==> config.mk <==
export PLATFORM = sky130hd
export DESIGN_NAME = serial_collector_flat
export DESIGN_NICKNAME = d
export VERILOG_FILES = /design/src/rtl/serial_collector_if.sv /design/src/rtl/serial_collector.sv /design/src/flat_wrapper.sv
export SDC_FILE = /design/constraint.sdc
export NUM_CORES = 1
export LEC_CHECK = 0
export BUFFER_PORTS_ARGS = -buffer_cell sky130_fd_sc_hd__buf_2
export CAP_MARGIN = 25
export CORE_MARGIN = 2
export CORE_UTILIZATION = 47
export CTS_CLUSTER_DIAMETER = 150
export DETAILED_ROUTE_END_ITERATION = 7
export MAX_ROUTING_LAYER = met4
export PLACE_DENSITY = 0.73
export RECOVER_POWER = 50
export SYNTH_ARGS = -nofsm -noshare
export SYNTH_HDL_FRONTEND = slang
export SYNTH_SLANG_ARGS = --single-unit
==> constraint.sdc <==
create_clock -name clk -period 1.9 [get_ports clk]
set_clock_uncertainty 0.2 [all_clocks]
set_input_delay 0.38 -clock clk [delete_from_list [all_inputs] [get_ports clk]]
set_output_delay 0.38 -clock clk [all_outputs]
set_load 0.01 [all_outputs]
==> src/rtl/serial_collector_if.sv <==
// Bundle of the serial input and word output handshakes of serial_collector.
// The slave modport is the collector itself; master is the bit source / word consumer.
interface serial_collector_if #(
    parameter int WIDTH = 8
);
    localparam int CW = $clog2(WIDTH);

    logic             clr;
    logic             dir;
    logic             sin;
    logic             sin_valid;
    logic             sin_ready;
    logic [WIDTH-1:0] dout;
    logic             dout_valid;
    logic             dout_ack;
    logic [CW-1:0]    bit_cnt;
    logic             ovf;

    modport master (
        output clr, dir, sin, sin_valid, dout_ack,
        input  sin_ready, dout, dout_valid, bit_cnt, ovf
    );

    modport slave (
        input  clr, dir, sin, sin_valid, dout_ack,
        output sin_ready, dout, dout_valid, bit_cnt, ovf
    );
endinterface

==> src/rtl/serial_collector.sv <==
// Serial-to-parallel receiver: assembles WIDTH-bit words LSB- or MSB-first into a
// double-buffered valid/ack output register, stalling only the final bit of a word.
module serial_collector #(
    parameter int WIDTH = 8
) (
    input  logic               clk,
    input  logic               rst,
    serial_collector_if.slave  bus
);
    localparam int            CW   = $clog2(WIDTH);
    localparam logic [CW-1:0] LAST = CW'(WIDTH - 1);

    logic [WIDTH-1:0] shreg;
    logic [WIDTH-1:0] shreg_nxt;
    logic [CW-1:0]    cnt;
    logic             dir_q;
    logic             word_dir;
    logic             last_bit;
    logic             ready;
    logic             acc;
    logic             complete;
    logic [WIDTH-1:0] dout_q;
    logic             dout_valid_q;
    logic             ovf_q;

    always_comb begin
        // NOTE: every variable gets a value on every path through this block;
        // a missing default here would infer a latch.
        last_bit  = (cnt == LAST);
        ready     = !(last_bit && dout_valid_q && !bus.dout_ack);
        acc       = bus.sin_valid && ready;
        complete  = acc && last_bit;
        // The direction sampled with bit 0 governs the rest of the word.
        word_dir  = (cnt == '0) ? bus.dir : dir_q;
        shreg_nxt = shreg;
        if (word_dir) begin
            shreg_nxt = {bus.sin, shreg[WIDTH-1:1]};
        end else begin
            shreg_nxt = {shreg[WIDTH-2:0], bus.sin};
        end
    end

    // NOTE: all state is updated with non-blocking assignments so every register
    // samples the pre-edge values regardless of statement order.
    always_ff @(posedge clk or posedge rst) begin
        if (rst) begin
            shreg        <= '0;
            cnt          <= '0;
            dir_q        <= 1'b0;
            dout_q       <= '0;
            dout_valid_q <= 1'b0;
            ovf_q        <= 1'b0;
        end else if (bus.clr) begin
            shreg        <= '0;
            cnt          <= '0;
            dir_q        <= 1'b0;
            dout_q       <= '0;
            dout_valid_q <= 1'b0;
            ovf_q        <= 1'b0;
        end else begin
            if (acc) begin
                if (cnt == '0) begin
                    dir_q <= bus.dir;
                end
                if (last_bit) begin
                    shreg  <= '0;
                    cnt    <= '0;
                    dout_q <= shreg_nxt;
                end else begin
                    shreg <= shreg_nxt;
                    cnt   <= cnt + CW'(1);
                end
            end

            // A completing word overrides the ack so back-to-back words see no bubble.
            if (complete) begin
                dout_valid_q <= 1'b1;
            end else if (bus.dout_ack && dout_valid_q) begin
                dout_valid_q <= 1'b0;
            end

            if (bus.sin_valid && !ready) begin
                ovf_q <= 1'b1;
            end
        end
    end

    assign bus.sin_ready  = ready;
    assign bus.dout       = dout_q;
    assign bus.dout_valid = dout_valid_q;
    assign bus.bit_cnt    = cnt;
    assign bus.ovf        = ovf_q;
endmodule

==> src/flat_wrapper.sv <==
// flat-port wrapper written by rule: the top's interface ports become plain ports
module serial_collector_flat 
#(
    parameter int WIDTH = 8
)
  (clk, rst, bus_clr, bus_dir, bus_sin, bus_sin_valid, bus_dout_ack, bus_sin_ready, bus_dout, bus_dout_valid, bus_bit_cnt, bus_ovf);
  serial_collector_if #(.WIDTH(WIDTH)) bus_i ();
  input  logic clk;
  input  logic rst;
  input wire logic [$bits(bus_i.clr)-1:0] bus_clr;
  input wire logic [$bits(bus_i.dir)-1:0] bus_dir;
  input wire logic [$bits(bus_i.sin)-1:0] bus_sin;
  input wire logic [$bits(bus_i.sin_valid)-1:0] bus_sin_valid;
  input wire logic [$bits(bus_i.dout_ack)-1:0] bus_dout_ack;
  output wire logic [$bits(bus_i.sin_ready)-1:0] bus_sin_ready;
  output wire logic [$bits(bus_i.dout)-1:0] bus_dout;
  output wire logic [$bits(bus_i.dout_valid)-1:0] bus_dout_valid;
  output wire logic [$bits(bus_i.bit_cnt)-1:0] bus_bit_cnt;
  output wire logic [$bits(bus_i.ovf)-1:0] bus_ovf;
  assign bus_i.clr = bus_clr;
  assign bus_i.dir = bus_dir;
  assign bus_i.sin = bus_sin;
  assign bus_i.sin_valid = bus_sin_valid;
  assign bus_i.dout_ack = bus_dout_ack;
  assign bus_sin_ready = bus_i.sin_ready;
  assign bus_dout = bus_i.dout;
  assign bus_dout_valid = bus_i.dout_valid;
  assign bus_bit_cnt = bus_i.bit_cnt;
  assign bus_ovf = bus_i.ovf;
  serial_collector #(.WIDTH(WIDTH)) u_core (.clk(clk), .rst(rst), .bus(bus_i));
endmodule
==> impl_metrics.yaml <==
timing:
  drv_slew: 0
  tightest_slew_ps: 532
  setup_ws_ps: -35.1
  max_freq_mhz: 517
  slew_headroom_pct: 64.6
  min_period_ps: 1940
  min_period_over_period_pct: 102
  hold_viol_final: 0
  setup_tns_ps: -135
  setup_viol: 9
  rsz0062_at_grt: "yes"
synthesis:
  synth_common_cells: "22 x dfrtp_1, 19 x nand2_1, 16 x o21ai_1, 9 x mux2i_1, 5 x inv_1"
  synthCells: 96
  synth_edf_count: 0
  yosysMostFrequentCell: "dfrtp_1"
  yosys.area.top_type_share_pct: 55.0
  synth.largest_area_cell: "dfrtp_1"
  synthesis.area_um2: 1000
  synthArstFlopShare_pct: 100
  synth_area_leaders: "dfrtp_1 55%, mux2i_1 9.0%, o21ai_1 8.0%"
  yosysUniqueCellTypes: 22
  yosysSeqAreaShare_pct: 55.0
  ys_ff_latch: 22
  synth_nets: 106
  yosys_warnings: 0
  synth_ff_type: "dfrtp_1"
  syn_area_per_cell_um2: 10.4
worst_setup_path:
  arrival_ps: 1360
  critPathRequiredTime_ps: 1320
  cp-end-kind: "output pin"
  rrSetupSlack_ps: -40
  reg2reg_depth: 7
  crit_start: "u_core.bus.bit_cnt[1]"
  r2r_end: "u_core.bus.dout[5]"
  critPathLaunchType: "flip-flop"
  setup.worst_path.class: "flip-flop to output pin"
  reg2reg_from: "u_core.bus.bit_cnt[1]"
  cp_max_fo: 5
pwr:
  p_per_area_nw_per_um2: 671
  power.leakage_uw: 0.000612
  ir_drop_mv: 0.489
  p_sw_share_pct: 24.1
  pwr-share-seq_pct: 56.1
  switching_power_uw: 208
  combPwrFrac_pct: 14.7
  internal_power_uw: 655
  clkPwrFrac_pct: 29.3
final_layout:
  final_util_pct: 64.9
  area_delta_synth_final_pct: 28.5
  multiInputGateArea_um2: 482
  ff_latch_area_um2: 551
  num_antenna_cells: 0
  layout.nets: 135
  drive_gt1_share_pct: 35.5
  fillers: 161
floorplan:
  dieArea_um2: 2520
  die_h_um: 50.2
  die_x_um: 50.2
  core-area_um2: 1980
  initial_core_util_pct: 50.5
  ios: 21
  fp-row-count: 16
place:
  post-dp-hpwl_um: 1440
  gp_congestion: 0.798
  io_buffers: 20
route:
  drtIter0Drc: 20
  ant_nets: 0
  vias_per_cell: 5.20
  drc_errors: 0
  num_vias: 785
  totalWireLength_um: 2090
  dr.pass1.iters: 4
  wl_per_cell_um: 13.9
global_route:
  grt_pass1_vias: 767
  track_usage_pct: 19.2
  grt_start_max_net_pins: 23
  grt_pass1_wl_um: 3580
  gr-total-overflow: 0
  antenna_found_initial: 0
clocking:
  cts_tree: "yes"
  h-tree-depth: 1
  clk_latency_ps: 300
  clkSlewWorstSetupHoldPaths_ps: 120
  root_buffer: "clkbuf_4"
  cts.sinks: 22
  cts_buffers: 3
  cts_buffer_depth: 2
status:
  violations: "negative setup slack"
  outcome: "finished with violations"
worst_hold_path:
  hold_start: "bus_clr"
  whs_endpoint: "u_core.bus.bit_cnt[0]"
  min_path_cells: 2
  hp-class: "input port to flip-flop"
flow_run:
  cap_violations: 0
[registers in the layout, summed over array words and instances, names as in the netlist]
name,count
u_core.shreg,8
u_core.bus.dout,8
u_core.dir_q,1
u_core.bus.ovf,1
u_core.bus.bit_cnt,3
u_core.bus.dout_valid,1
[worst max path at each step]
stage	end	slack [ps]	depth (start not counted)
after floorplan	u_core.bus.dout[1]	40	6
after global placement	u_core.bus.dout[4]	50	7
after detailed placement	u_core.bus.dout[7]	-20	7
after CTS	bus_sin_ready	-30	4
after global routing	u_core.shreg[5]	-140	7
final	bus_sin_ready	-40	4
[power groups by stage]
stage / clock (uW) / combinational [uW] / sequential (uW)
finish: 252 / 127 / 484
global route: 283 / 138 / 485
CTS: 259 / 126 / 483
detailed placement: 0 / 110 / 491
global placement: 0 / 107 / 491
floorplan: 0 / 68.3 / 493
[metal layers]
| layer | vias up | global-route usage (%) | share of wire (%) |
|---|---|---|---|
| li1 | 387 | - | - |
| met1 | 374 | 26.6 | 45 |
| met2 | 22 | 30.0 | 50 |
| met3 | 2 | 3.57 | 5.0 |
| met4 | 0 | 3.70 | 0.48 |
| met5 | - | - | 0 |
[cell type report]
type	count	area share, %
Inverter	5	1.46
Tap cell	27	2.63
Sequential cell	22	42.8
Multi-Input combinational cell	66	37.5
Clock buffer	4	2.82
Timing Repair Buffer	27	12.8
[placed cells by master (no fill, tap or decap), types with 3 or more instances in the layout]
cell / instances
buf_2: 20
o21ai_1: 15
nor2_1: 3
nand2_1: 19
buf_4: 4
inv_1: 5
dfrtp_1: 22
mux2i_4: 3
clkbuf_4: 3
mux2i_2: 6
a21oi_1: 3
[cell families (layout without fill, tap and decap cells)]
logic type	after synthesis	after routing	synth area share, %
buffers and inverters	8	36	3.50
AND/OR/NAND/NOR	30	30	14.5
multiplexers	10	10	11.3
AO/OA/AOI/OAI	23	23	12.0
adder cells (fa/ha/maj)	3	3	3.75
flip-flops	22	22	55.0
[stage by stage]
stage / cells / total power, uW / setup slack [ps] / area (um2) / hold WS [ps]
after floorplan: 96 / 561 / 39.3 / 1000 / 169
after global placement: 145 / 598 / 48.6 / 1170 / 223
after detailed placement: 145 / 601 / -16.8 / 1170 / 228
after CTS: 151 / 868 / -31.5 / 1280 / 143
after global routing: 151 / 906 / -137 / 1290 / 151
final: 151 / 863 / -35.1 / 1290 / 151
[critical path, stage by stage (launching register included)]
cell and delay, ps:
dfrtp_1 430, ha_2 210, ha_4 170, nand3b_1 110
buf_2 140
[what timing repair did]
action	in CTS	in global routing
setup endpoints to repair	6	17
endpoints found under the hold margin	22	0
hold buffers	1	0
resized for setup	11	3
pin swaps	1	2
setup buffers	1	0
Power figures use the tool's default switching activity.
